==> config.mk <==
export PLATFORM = sky130hd
export DESIGN_NAME = fwd_hazard_unit_flat
export DESIGN_NICKNAME = d
export VERILOG_FILES = /design/src/rtl/pipe_pkg.sv /design/src/rtl/fwd_hazard_unit_if.sv /design/src/rtl/fwd_select.sv /design/src/rtl/fwd_hazard_unit.sv /design/src/flat_wrapper.sv
export SDC_FILE = /design/constraint.sdc
export NUM_CORES = 1
export LEC_CHECK = 0
export BUFFER_PORTS_ARGS = -buffer_cell sky130_fd_sc_hd__buf_2
export CORE_MARGIN = 8
export CORE_UTILIZATION = 56
export DETAILED_ROUTE_END_ITERATION = 10
export PLACE_DENSITY = 0.79
export SETUP_SLACK_MARGIN = 0.4
export SLEW_MARGIN = 5
export SYNTH_ARGS = -nofsm -noshare
export SYNTH_HDL_FRONTEND = slang
export SYNTH_SLANG_ARGS = --single-unit
==> constraint.sdc <==
create_clock -name clk -period 2.15 [get_ports clk]
set_input_delay 0.215 -clock clk [delete_from_list [all_inputs] [get_ports clk]]
set_output_delay 0.215 -clock clk [all_outputs]
set_load 0.05 [all_outputs]
==> src/rtl/pipe_pkg.sv <==
// Shared types and helpers for the forwarding/hazard unit: the per-stage shadow
// record, the select-width calculation and the forward-select encoding.
package pipe_pkg;

   localparam int MAX_AW = 8;
   localparam int FWD_RF = 0;

   typedef struct packed {
      logic              vld;
      logic              regwr;
      logic              load;
      logic              store;
      logic [MAX_AW-1:0] rd;
      logic [MAX_AW-1:0] rt;
   } shadow_t;

   function automatic int sel_w(input int nstg);
      return $clog2(nstg);
   endfunction

   // Stage k's result is selected with code k-1 so that 0 can mean register file.
   function automatic int fwd_code(input int stg);
      return stg - 1;
   endfunction

endpackage

==> src/rtl/fwd_hazard_unit_if.sv <==
// ID-side request and forwarding/stall response bundle of the hazard unit.
interface fwd_hazard_unit_if #(
   parameter int REG_AW = 5,
   parameter int NSTG   = 3,
   parameter int CNT_W  = 16
);
   import pipe_pkg::*;

   localparam int SELW = sel_w(NSTG);

   logic              id_valid;
   logic [REG_AW-1:0] id_rs;
   logic [REG_AW-1:0] id_rt;
   logic [REG_AW-1:0] id_rd;
   logic              id_regwr;
   logic              id_memread;
   logic              id_memwrite;
   logic              flush;
   logic              hold;

   logic              stall;
   logic [SELW-1:0]   fwd_a;
   logic [SELW-1:0]   fwd_b;
   logic              fwd_mem;
   logic [CNT_W-1:0]  stall_cnt;

   modport master (
      output id_valid, id_rs, id_rt, id_rd, id_regwr, id_memread, id_memwrite,
             flush, hold,
      input  stall, fwd_a, fwd_b, fwd_mem, stall_cnt
   );

   modport slave (
      input  id_valid, id_rs, id_rt, id_rd, id_regwr, id_memread, id_memwrite,
             flush, hold,
      output stall, fwd_a, fwd_b, fwd_mem, stall_cnt
   );

endinterface

==> src/rtl/fwd_select.sv <==
// Priority match of one EX operand against the forwardable producers in stages 2..NSTG.
module fwd_select
   import pipe_pkg::*;
#(
   parameter int NSTG = 3,
   parameter int SELW = sel_w(NSTG)
) (
   input  logic [NSTG:2]             cand,
   input  logic [NSTG:2][MAX_AW-1:0] cand_rd,
   input  logic [MAX_AW-1:0]         src,
   output logic [SELW-1:0]           sel
);

   // Walk from the oldest stage down so the youngest matching producer wins.
   always_comb begin
      sel = SELW'(FWD_RF);
      for (int s = NSTG; s >= 2; s--) begin
         if (cand[s] && cand_rd[s] == src)
            sel = SELW'(fwd_code(s));
      end
   end

endmodule

==> src/rtl/fwd_hazard_unit.sv <==
// Pipeline shadow of EX..stage NSTG producing operand forward selects, store-data
// forwarding and the load-use stall, with a saturating stall counter.
module fwd_hazard_unit
   import pipe_pkg::*;
#(
   parameter int REG_AW   = 5,
   parameter int NSTG     = 3,
   parameter int LOAD_STG = 3,
   parameter int CNT_W    = 16
) (
   input logic              clk,
   input logic              rst_n,
   fwd_hazard_unit_if.slave bus
);

   localparam int SELW = sel_w(NSTG);

   shadow_t [NSTG:1]           stg_q;
   logic [MAX_AW-1:0]          ex_rs_q;
   logic [CNT_W-1:0]           cnt_q;

   logic [MAX_AW-1:0]          id_rs_x;
   logic [MAX_AW-1:0]          id_rt_x;
   logic                       load_use;
   logic                       stall;
   logic                       issue;
   shadow_t                    id_entry;
   logic [NSTG:2]              cand;
   logic [NSTG:2][MAX_AW-1:0]  cand_rd;
   logic [SELW-1:0]            sel_a;
   logic [SELW-1:0]            sel_b;
   logic                       fwd_mem;
   logic                       unused_stg;

   assign id_rs_x = MAX_AW'(bus.id_rs);
   assign id_rt_x = MAX_AW'(bus.id_rt);

   // A store only needs rt in MEM, where fwd_mem supplies it, so rt never stalls a store.
   always_comb begin
      load_use = 1'b0;
      for (int s = 1; s <= NSTG; s++) begin
         if ((s + 1 < LOAD_STG) && stg_q[s].vld && stg_q[s].load && (stg_q[s].rd != '0) &&
             ((stg_q[s].rd == id_rs_x) || ((stg_q[s].rd == id_rt_x) && !bus.id_memwrite)))
            load_use = 1'b1;
      end
   end

   assign stall = bus.id_valid && !bus.flush && load_use;
   assign issue = bus.id_valid && !bus.flush && !stall;

   always_comb begin
      id_entry = '0;
      if (issue) begin
         id_entry.vld   = 1'b1;
         id_entry.regwr = bus.id_regwr;
         id_entry.load  = bus.id_memread;
         id_entry.store = bus.id_memwrite;
         id_entry.rd    = MAX_AW'(bus.id_rd);
         id_entry.rt    = id_rt_x;
      end
   end

   always_ff @(posedge clk or negedge rst_n) begin
      if (!rst_n) begin
         stg_q   <= '0;
         ex_rs_q <= '0;
         cnt_q   <= '0;
      end else if (!bus.hold) begin
         for (int s = NSTG; s >= 2; s--)
            stg_q[s] <= stg_q[s-1];
         stg_q[1] <= id_entry;
         ex_rs_q  <= issue ? id_rs_x : '0;
         if (stall && (cnt_q != '1))
            cnt_q <= cnt_q + CNT_W'(1);
      end
   end

   // Loads younger than LOAD_STG have no data yet; they neither match nor hide older producers.
   always_comb begin
      cand    = '0;
      cand_rd = '0;
      for (int s = 2; s <= NSTG; s++) begin
         cand[s]    = stg_q[s].vld && stg_q[s].regwr && (stg_q[s].rd != '0) &&
                      (!stg_q[s].load || (s >= LOAD_STG));
         cand_rd[s] = stg_q[s].rd;
      end
   end

   fwd_select #(.NSTG(NSTG), .SELW(SELW)) u_sel_a (
      .cand    (cand),
      .cand_rd (cand_rd),
      .src     (ex_rs_q),
      .sel     (sel_a)
   );

   fwd_select #(.NSTG(NSTG), .SELW(SELW)) u_sel_b (
      .cand    (cand),
      .cand_rd (cand_rd),
      .src     (stg_q[1].rt),
      .sel     (sel_b)
   );

   assign fwd_mem = stg_q[2].vld && stg_q[2].store && stg_q[3].vld && stg_q[3].load &&
                    (stg_q[3].rd != '0) && (stg_q[3].rd == stg_q[2].rt);

   assign unused_stg = ^stg_q;

   assign bus.stall     = stall;
   assign bus.fwd_a     = sel_a;
   assign bus.fwd_b     = sel_b;
   assign bus.fwd_mem   = fwd_mem;
   assign bus.stall_cnt = cnt_q;

endmodule
==> src/flat_wrapper.sv <==
// flat-port wrapper written by rule: the top's interface ports become plain ports
module fwd_hazard_unit_flat import pipe_pkg::*;
#(
   parameter int REG_AW   = 5,
   parameter int NSTG     = 3,
   parameter int LOAD_STG = 3,
   parameter int CNT_W    = 16
)
  (clk, rst_n, bus_id_valid, bus_id_rs, bus_id_rt, bus_id_rd, bus_id_regwr, bus_id_memread, bus_id_memwrite, bus_flush, bus_hold, bus_stall, bus_fwd_a, bus_fwd_b, bus_fwd_mem, bus_stall_cnt);
  fwd_hazard_unit_if #(.REG_AW(REG_AW), .NSTG(NSTG), .CNT_W(CNT_W)) bus_i ();
  input logic clk;
  input logic rst_n;
  input wire logic [$bits(bus_i.id_valid)-1:0] bus_id_valid;
  input wire logic [$bits(bus_i.id_rs)-1:0] bus_id_rs;
  input wire logic [$bits(bus_i.id_rt)-1:0] bus_id_rt;
  input wire logic [$bits(bus_i.id_rd)-1:0] bus_id_rd;
  input wire logic [$bits(bus_i.id_regwr)-1:0] bus_id_regwr;
  input wire logic [$bits(bus_i.id_memread)-1:0] bus_id_memread;
  input wire logic [$bits(bus_i.id_memwrite)-1:0] bus_id_memwrite;
  input wire logic [$bits(bus_i.flush)-1:0] bus_flush;
  input wire logic [$bits(bus_i.hold)-1:0] bus_hold;
  output wire logic [$bits(bus_i.stall)-1:0] bus_stall;
  output wire logic [$bits(bus_i.fwd_a)-1:0] bus_fwd_a;
  output wire logic [$bits(bus_i.fwd_b)-1:0] bus_fwd_b;
  output wire logic [$bits(bus_i.fwd_mem)-1:0] bus_fwd_mem;
  output wire logic [$bits(bus_i.stall_cnt)-1:0] bus_stall_cnt;
  assign bus_i.id_valid = bus_id_valid;
  assign bus_i.id_rs = bus_id_rs;
  assign bus_i.id_rt = bus_id_rt;
  assign bus_i.id_rd = bus_id_rd;
  assign bus_i.id_regwr = bus_id_regwr;
  assign bus_i.id_memread = bus_id_memread;
  assign bus_i.id_memwrite = bus_id_memwrite;
  assign bus_i.flush = bus_flush;
  assign bus_i.hold = bus_hold;
  assign bus_stall = bus_i.stall;
  assign bus_fwd_a = bus_i.fwd_a;
  assign bus_fwd_b = bus_i.fwd_b;
  assign bus_fwd_mem = bus_i.fwd_mem;
  assign bus_stall_cnt = bus_i.stall_cnt;
  fwd_hazard_unit #(.REG_AW(REG_AW), .NSTG(NSTG), .LOAD_STG(LOAD_STG), .CNT_W(CNT_W)) u_core (.clk(clk), .rst_n(rst_n), .bus(bus_i));
endmodule
==> Word-level counts from Yosys, hierarchy flattened <==
Index checks and enable logic that the tools add are counted.
{ "word_totals": {"regBits": 75, "in_bits": 23} }
{ "op_classes": {"mux": 7, "n_bitwise": 1, "n_eq_ne": 8, "add_sub_neg": 1, "n_reduce_logical": 31} }
{ "op_table": {"columns": ["operator", "n"], "rows": [
  ["8-bit == test", 5],
  ["8-bit nonzero test", 3],
  ["1-bit logical AND", 22],
  ["20-bit 2-to-1 mux", 1],
  ["16-bit by 1-bit adder with 16-bit output, second input constant", 1],
  ["8-bit by 5-bit == test with 1-bit output", 2],
  ["16-bit != test, second input constant", 1],
  ["2-bit 2-to-1 mux", 4],
  ["5-bit 2-to-1 mux", 1],
  ["1-bit logical NOT", 4],
  ["2-bit AND reduction", 1],
  ["1-bit logical OR", 1],
  ["1-bit 2-to-1 mux", 1],
  ["1-bit inverter", 1]
]} }

==> Logic depth before layout (Yosys ltp) <==
Gate-level depths: netlist of the first run.
{ "depth": {"ltp_word": 9, "depth_mapped": 6} }

==> Cells and area by module <==
A second synthesis of the first run with hierarchy kept.
{ "hier_totals": {"cells_unflattened": 251, "hier_area_um2": 2964.1} }
{ "modules_own_cells": {"columns": ["module", "n_inst", "cells_each", "area_each_um2"], "rows": [
  ["fwd_hazard_unit", 1, 203, 2578.7],
  ["fwd_select", 2, 24, 192.7]
]} }

==> Worst setup path before layout of the first run <==
OpenSTA, ideal clock, no wires.
{ "synth_path": {"kind": "reg2out", "startpoint": "register u_core.stg_q (netlist bit u_core.cand_rd[4])", "endpoint": "output bus_fwd_a[1]", "required_time_ps": 1935, "arrival_ps": 2968, "path_slack_ps": -1033, "n_path_buf": 0, "path_stages_with_launch": 5, "cell_sequence": "dfrtp_1 -> xnor2_1 -> nand3_1 -> nor4_1 -> nor3_1"} }
{ "synth_via": {"elab_chain_len": 5} }
{ "synth_lines": {"columns": ["element", "line", "rtl"], "rows": [
  ["from (decl)", "fwd_hazard_unit.sv:18", "shadow_t [NSTG:1] stg_q;"],
  ["from (signal, indexed assignment)", "fwd_hazard_unit.sv:70", "stg_q[s] <= stg_q[s-1];"],
  ["8-bit nonzero test", null, null],
  ["1-bit logical AND (2 in series)", "fwd_hazard_unit.sv:83", "cand[s] = stg_q[s].vld && stg_q[s].regwr && (stg_q[s].rd != '0) &&"],
  ["1-bit logical AND *", "fwd_select.sv:18", "if (cand[s] && cand_rd[s] == src)"],
  ["2-bit 2-to-1 mux *", "fwd_select.sv:18", null],
  ["to (decl)", "flat_wrapper.sv:23", "output wire logic [$bits(bus_i.fwd_a)-1:0] bus_fwd_a;"]
]} }
Every way passes the cells marked *; elsewhere a longest branch is shown, timed or not.

==> Worst setup path after layout of the first run <==
{ "layout_path": {"startpoint": "register u_core.stg_q[8] (netlist name)", "endpoint": "output bus_stall"} }
{ "layout_via": {"elab_chain_len": 6} }
{ "layout_lines": {"columns": ["element", "line", "rtl"], "rows": [
  ["8-bit by 5-bit == test with 1-bit output", "fwd_hazard_unit.sv:43", "((stg_q[s].rd == id_rs_x) || ((stg_q[s].rd == id_rt_x) && !bus.id_memwrite)))"],
  ["1-bit logical AND", "fwd_hazard_unit.sv:43", null],
  ["1-bit logical OR", "fwd_hazard_unit.sv:43", null],
  ["1-bit logical AND *", "fwd_hazard_unit.sv:42", "if ((s + 1 < LOAD_STG) && stg_q[s].vld && stg_q[s].load && (stg_q[s].rd != '0) &&"],
  ["1-bit 2-to-1 mux *", "fwd_hazard_unit.sv:42", null],
  ["1-bit logical AND *", "fwd_hazard_unit.sv:48", "assign stall = bus.id_valid && !bus.flush && load_use;"],
  ["to (decl)", "flat_wrapper.sv:22", "output wire logic [$bits(bus_i.stall)-1:0] bus_stall;"]
]} }
Marked as above.

==> results.toml, run 1 <==
[timing]
period_needed_ns = 2.18
fmax_mhz = 458
clock_skew_ns = 0.0123
fin_crit_sh_pct = 101
hold_viol = 0
setup_slack_ns = -0.0320
rsz0062_at_grt = "yes"
worstMarginPinSlew_ns = 0.710
drv_slew = 0
finalSetupViolCount = 3
fin_hold_ws_ns = 0.0941
slew_headroom_pct = 52.7

[critical_path]
crit_start = "u_core.stg_q[8]$_DFFE_PN0N_"
reg2reg_slack_ns = -0.02
crit_fanout = 4
reg2reg_to = "u_core.bus.stall_cnt[3]$_DFFE_PN0P_"
endpoint_kind = "output pin"
crit_type = "reg2out"
r2r.worst_path.cells = 10
required_ns = 1.93
critPathLaunchType = "flip-flop"
crit_arrival_ns = 1.97
endpoint = "bus_stall"
r2r_start = "u_core.stg_q[8]$_DFFE_PN0N_"

[global_routing]
grt.met2_usage_pct = 33.8
antenna_found_initial = 0
grt-ovfl-total = 0
grt.busiest_layer = "met2"
grt_pass1_wl_um = 11800
use_met1_pct = 26.3
grt_max_degree = 42
groute.layer.met3.usage_pct = 5.75
grt.total_usage_pct = 20.8
grt_pass1_vias = 2301

[floorplan]
core_sq_mm = 0.00498
num_rows = 26
die_x_um = 86.9
dieArea_sq_mm = 0.00756
ios = 45
fp.dieH_um = 86.9
start_util_pct = 56.6

[routing]
drt_iter0_markers = 124
wl_um = 7870
viasPerCell = 5.75
firstDrtPassIters = 4
drtAntennaViolNets = 0
drcViolationCount = 0
wl_per_cell_um = 20.5
vias = 2208

[yosys]
synth_nets = 254
synth_cell_types = 33
yosysSeqAreaShare_pct = 50.6
yosysWarnings = 0
netlist_area_sq_mm = 0.00282
ys_seq_elements = 57
synth_area_per_cell_sq_um = 12.2
syn_inst = 230

[cells_and_area]
fin_cells = 384
syn2layout_area_growth_pct = 39.1
layout.nets = 333
final_common_cell = "dfrtp_1"
multi_input_area_sq_mm = 0.00155
final_layout_size_suffix_gt1_share_pct = 54.5
layout_common_cells = "41 x dfrtp_1, 38 x buf_2, 33 x xnor2_1"
register_area_sq_mm = 0.00145
diodes = 0
nFillCells = 294
utilization_pct = 78.7

[placement]
portBuffers = 44
place.gp.congestion = 0.807
dp_hpwl_um = 4550
dp.cells = 340

[status]
failed_checks = "negative setup slack"
status = "complete, but fails checks"

[job]
drv_cap = 0

[power_and_ir_drop]
power_leakage_nw = 1.81
vdd_drop_max_mv = 0.581
power_per_cell_area_mw_per_mm2 = 639

[clocking]
cts_root_buf = "clkbuf_8"
cts.sinks = 57
clockBufferDepth = 2
tritoncts = "done"
h-tree-depth = 3
path_clk_slew_ns = 0.07
cts_made_buffers = 9
clk_latency_ns = 0.34

[hold_path]
whs_path_depth = 2
hold_path_class = "in2reg"
power breakdown:
group	switching, mW	total [mW]	internal [mW]
clock network	0.434	0.876	0.442
logic	0.202	0.427	0.226
registers	0.0705	1.20	1.13
total	0.706	2.50	1.80
registers in the layout, indices dropped and copies added, names as in the netlist:
name / flops
u_core.bus.stall_cnt: 16
u_core.cand_rd: 10
u_core.ex_rs_q: 5
u_core.stg_q: 26
cells in the mapped netlist:
| library cell | number | area share [%] |
|---|---|---|
| nand3_1 | 12 | 2.1 |
| a21oi_2 | 1 | 0.31 |
| mux2_2 | 22 | 8.8 |
| and4b_1 | 1 | 0.36 |
| a21oi_4 | 1 | 0.58 |
| o32ai_4 | 1 | 0.98 |
| and3_1 | 9 | 2.0 |
| buf_1 | 1 | 0.13 |
| nor4_1 | 2 | 0.44 |
| a211oi_2 | 1 | 0.44 |
| a22o_2 | 9 | 3.2 |
| ha_1 | 1 | 0.44 |
| o21ai_0 | 2 | 0.36 |
| and2_1 | 1 | 0.22 |
| and4_1 | 3 | 0.93 |
| mux2_1 | 1 | 0.40 |
| or3b_1 | 1 | 0.31 |
| nand2_1 | 5 | 0.67 |
| buf_2 | 1 | 0.18 |
| or4_1 | 2 | 0.53 |
| dfrtp_1 | 57 | 51 |
| a22o_1 | 9 | 2.8 |
| o211ai_1 | 1 | 0.27 |
| a21o_1 | 1 | 0.27 |
| nor3_1 | 5 | 0.89 |
| or3_1 | 1 | 0.22 |
| clkbuf_1 | 6 | 0.80 |
| xnor2_1 | 39 | 12 |
| o311a_1 | 1 | 0.36 |
| nor2_1 | 5 | 0.67 |
| buf_6 | 2 | 0.80 |
| nand4_1 | 15 | 3.3 |
| xor2_1 | 11 | 3.4 |
critical path, stage by stage, from the launching register on:
cell	delay [ns]
dfrtp_2	0.44
xnor2_1	0.24
nand4_1	0.21
o32ai_4	0.33
and4b_4	0.27
buf_6	0.15
worst min path at each step:
stage,start,end,slack [ns]
2_1_floorplan,rst_n,u_core.bus.stall_cnt[0]$_DFFE_PN0P_,-0.08
3_3_place_gp,rst_n,u_core.bus.stall_cnt[12]$_DFFE_PN0P_,0.29
3_5_place_dp,rst_n,u_core.bus.stall_cnt[12]$_DFFE_PN0P_,0.30
4_1_cts,bus_id_regwr,u_core.stg_q[18]$_DFFE_PN0N_,0.08
5_1_grt,bus_id_regwr,u_core.stg_q[18]$_DFFE_PN0N_,0.1
6_report,bus_id_regwr,u_core.stg_q[18]$_DFFE_PN0N_,0.09
kinds of logic (layout without fill, tap and decap cells):
logic type	after synthesis	in the layout	synth area share [%]
XOR/XNOR	50	50	15.5
multiplexers	23	23	9.20
adder cells (fa/ha/maj)	1	1	0.444
AND/OR/NAND/NOR	62	62	12.7
buffers and inverters	10	94	1.91
flip-flops	57	57	50.6
AO/OA/AOI/OAI	27	27	9.55
what timing repair did:
| action | CTS | global route |
|---|---|---|
| setup buffers | 21 | 2 |
| cloned | 4 | 0 |
| endpoints found under the setup margin | 39 | 41 |
| pin swaps | 13 | 9 |
| gates resized for setup | 44 | 12 |
| endpoints found under the hold margin | 28 | 0 |
| hold buffers | 1 | 0 |
cell type report:
class,instances,share of cell area (%)
Sequential cell,57,36.9
Tap cell,70,2.23
Timing Repair Buffer,78,17.2
Multi-Input combinational cell,163,39.4
Clock buffer,12,3.70
Clock inverter,4,0.511
layer usage:
layer / part of all wire (%) / vias to the layer above
li1: - / 1003
met1: 43 / 1127
met2: 51 / 65
met3: 4.5 / 13
met4: 1.4 / 0
met5: 0 / -
metrics by stage:
| step | instance area [sq um] | setup WS [ns] | total power [mW] | setup TNS (ns) |
|---|---|---|---|---|
| final | 3920 | -0.0320 | 2.50 | -0.0587 |
| after floorplan | 2930 | 0.191 | 1.42 | 0 |
| after global placement | 3240 | 0.250 | 1.51 | 0 |
| after detailed placement | 3240 | 0.198 | 1.52 | 0 |
| after CTS | 3840 | 0.0664 | 2.47 | 0 |
| after global routing | 3920 | -0.0975 | 2.60 | -1.57 |
No activity file was read; power rests on OpenSTA's default activity.
==> run 2: changes to the inputs <==
Settings changed: CORE_UTILIZATION 56 to 60, PLACE_DENSITY 0.79 to 0.84.
Clock period 2.15 ns to 2.7 ns, I/O delays scaled along.
==> run 2 against run 1 <==
The flow now finishes without violations; clock skew fell by 0.0040 ns; core utilization fell by 4.0 points; combinational power fell by 43%; clock-buffer cell count fell by 2; critical path depth fell by 1; final area fell by 12%; global-route usage fell by 1.8 points; critical endpoint unchanged; largest cell class is now flip-flops and latches.
==> results.toml, run 2 (synthesis results as in run 1) <==
[floorplan]
ios = 45
core_sq_mm = 0.00463
fp.dieH_um = 84.5
num_rows = 25
dieArea_sq_mm = 0.00714
die_x_um = 84.5
start_util_pct = 60.8

[cells_and_area]
layout.nets = 313
top_register = "u_core.stg_q"
diodes = 0
layout_common_cells = "53 x dfrtp_1, 41 x buf_2, 39 x xnor2_1"
largest_reg_flops = 26
syn2layout_area_growth_pct = 22.8
final_layout_size_suffix_gt1_share_pct = 40.1
final_cell_area_sq_mm = 0.00346
final_common_cell = "dfrtp_1"
utilization_pct = 74.7

[job]
drv_cap = 0

[placement]
place.gp.congestion = 0.857
portBuffers = 44
pre_cts_slack_ns = 0.546
placed_cell_area_sq_mm = 0.00312
dp_hpwl_um = 4510

[timing]
period_needed_ns = 2.24
rsz0062_at_grt = "yes"
drv_slew = 0
setup_slack_ns = 0.455
hold_viol = 0
finalSetupViolCount = 0
fin_crit_sh_pct = 83.1
finalSetupTns_ns = 0
worstMarginPinSlew_ns = 0.696
clock_skew_ns = 0.00824
fmax_mhz = 445
slew_headroom_pct = 53.6

[power_and_ir_drop]
power_mw = 2.05
switching_power_mw = 0.516
vdd_drop_max_mv = 0.364
power_frac_comb_pct = 11.8
power_per_cell_area_mw_per_mm2 = 594
power_leakage_nw = 1.66
internal_power_mw = 1.54
seq_power_share_pct = 46.7
pwr-share-clk_pct = 41.4
swShare_pct = 25.1

[clocking]
cts.sinks = 57
path_clk_slew_ns = 0.06
cts_root_buf = "clkbuf_8"
clockBufferDepth = 2
cts_made_buffers = 9
clk_latency_ns = 0.34
tritoncts = "done"
h-tree-depth = 3

[routing]
viasPerCell = 5.96
wl_um = 6590
drt_iter0_markers = 123
vias = 2074
wl_per_cell_um = 18.9
drtAntennaViolNets = 0
drcViolationCount = 0
firstDrtPassIters = 4

[global_routing]
grt_pass1_wl_um = 10500
antenna_found_initial = 0
grt_max_degree = 42
grt-ovfl-total = 0
grt.total_usage_pct = 19.0
grt_pass1_vias = 2109

[critical_path]
r2r.worst_path.cells = 5
critPathLaunchType = "flip-flop"
endpoint_kind = "output pin"
crit_type = "reg2out"
required_ns = 2.43
crit_fanout = 6
crit_arrival_ns = 1.97

[hold_path]
whs_path_depth = 2
hold_path_class = "in2reg"

[status]
status = "finished clean"
-- run 2: cell count changes in the layout (fill, tap and decap cells not counted), moves of 3 or more --
| cell | delta |
|---|---|
| dfrtp_1 | +12 |
| dfrtp_2 | -12 |
| buf_6 | -11 |
| xnor2_1 | +6 |
| xnor2_2 | -6 |
| nand3_1 | +5 |
| buf_16 | -4 |
| nand3_2 | -4 |
| buf_12 | -3 |
| buf_2 | +3 |
| buf_4 | -3 |
-- run 2: critical path: stages (launching register included) --
cell	delay [ns]
dfrtp_1	0.44
or3_1	0.43
o311a_4	0.40
and4b_1	0.19
buf_4	0.18
-- run 2: layout make-up --
| type | instances | area (sq um) |
|---|---|---|
| repair buffers | 58 | 343 |
| clock buffers | 10 | 128 |
| well taps | 54 | 67.6 |
| multi-input cells | 163 | 1410 |
| fillers | 312 | 1170 |
| flip-flops and latches | 57 | 1430 |
| clock inverters | 6 | 82.6 |
-- run 2: metal layers --
layer / vias to the layer above / global-route usage, % / wire, um
met2: 58 / 27.3 / 3150
met5: - / 0 / 0
met1: 1034 / 24.8 / 3030
li1: 966 / - / -
met3: 16 / 4.78 / 233
met4: 0 / 12.0 / 176
-- run 2: timing repair --
item / 4_1_cts / 5_1_grt
setup endpoints to repair: 4 / 3
buffers inserted: 2 / 7
pin swaps: 2 / 2
resized for setup: 7 / 9
hold endpoints to repair: 28 / 0
hold buffers: 1 / 0
-- run 2: path summary, 6_finish.rpt --
| path | end | start | slack (ns) |
|---|---|---|---|
| setup / recovery | bus_stall | u_core.stg_q[9]$_DFFE_PN0N_ | 0.46 |
| hold / removal | u_core.stg_q[11]$_DFFE_PN0N_ | bus_id_rd[3] | 0.15 |
| setup reg to reg | u_core.stg_q[18]$_DFFE_PN0N_ | u_core.stg_q[9]$_DFFE_PN0N_ | 0.52 |
| hold reg to reg | u_core.bus.stall_cnt[14]$_DFFE_PN0P_ | u_core.bus.stall_cnt[14]$_DFFE_PN0P_ | 0.48 |
| max in group asynchronous | u_core.cand_rd[0]$_DFFE_PN0N_ | rst_n | 1.50 |
| min in group asynchronous | u_core.stg_q[57]$_DFFE_PN0N_ | rst_n | 0.52 |
-- run 2: power by group through the flow --
stage	sequential [mW]	combinational, mW	clock [mW]
after floorplan	0.952	0.162	0
after global placement	0.969	0.216	0
after detailed placement	0.973	0.222	0
after CTS	0.958	0.228	0.872
after global routing	0.966	0.268	0.906
final	0.960	0.243	0.851
-- run 2: per-stage QoR --
step | hold slack [ns] | cells
floorplan | -0.0256 | 230
global placement | 0.360 | 322
detailed placement | 0.359 | 322
CTS | 0.137 | 341
global route | 0.140 | 348
finish | 0.155 | 348
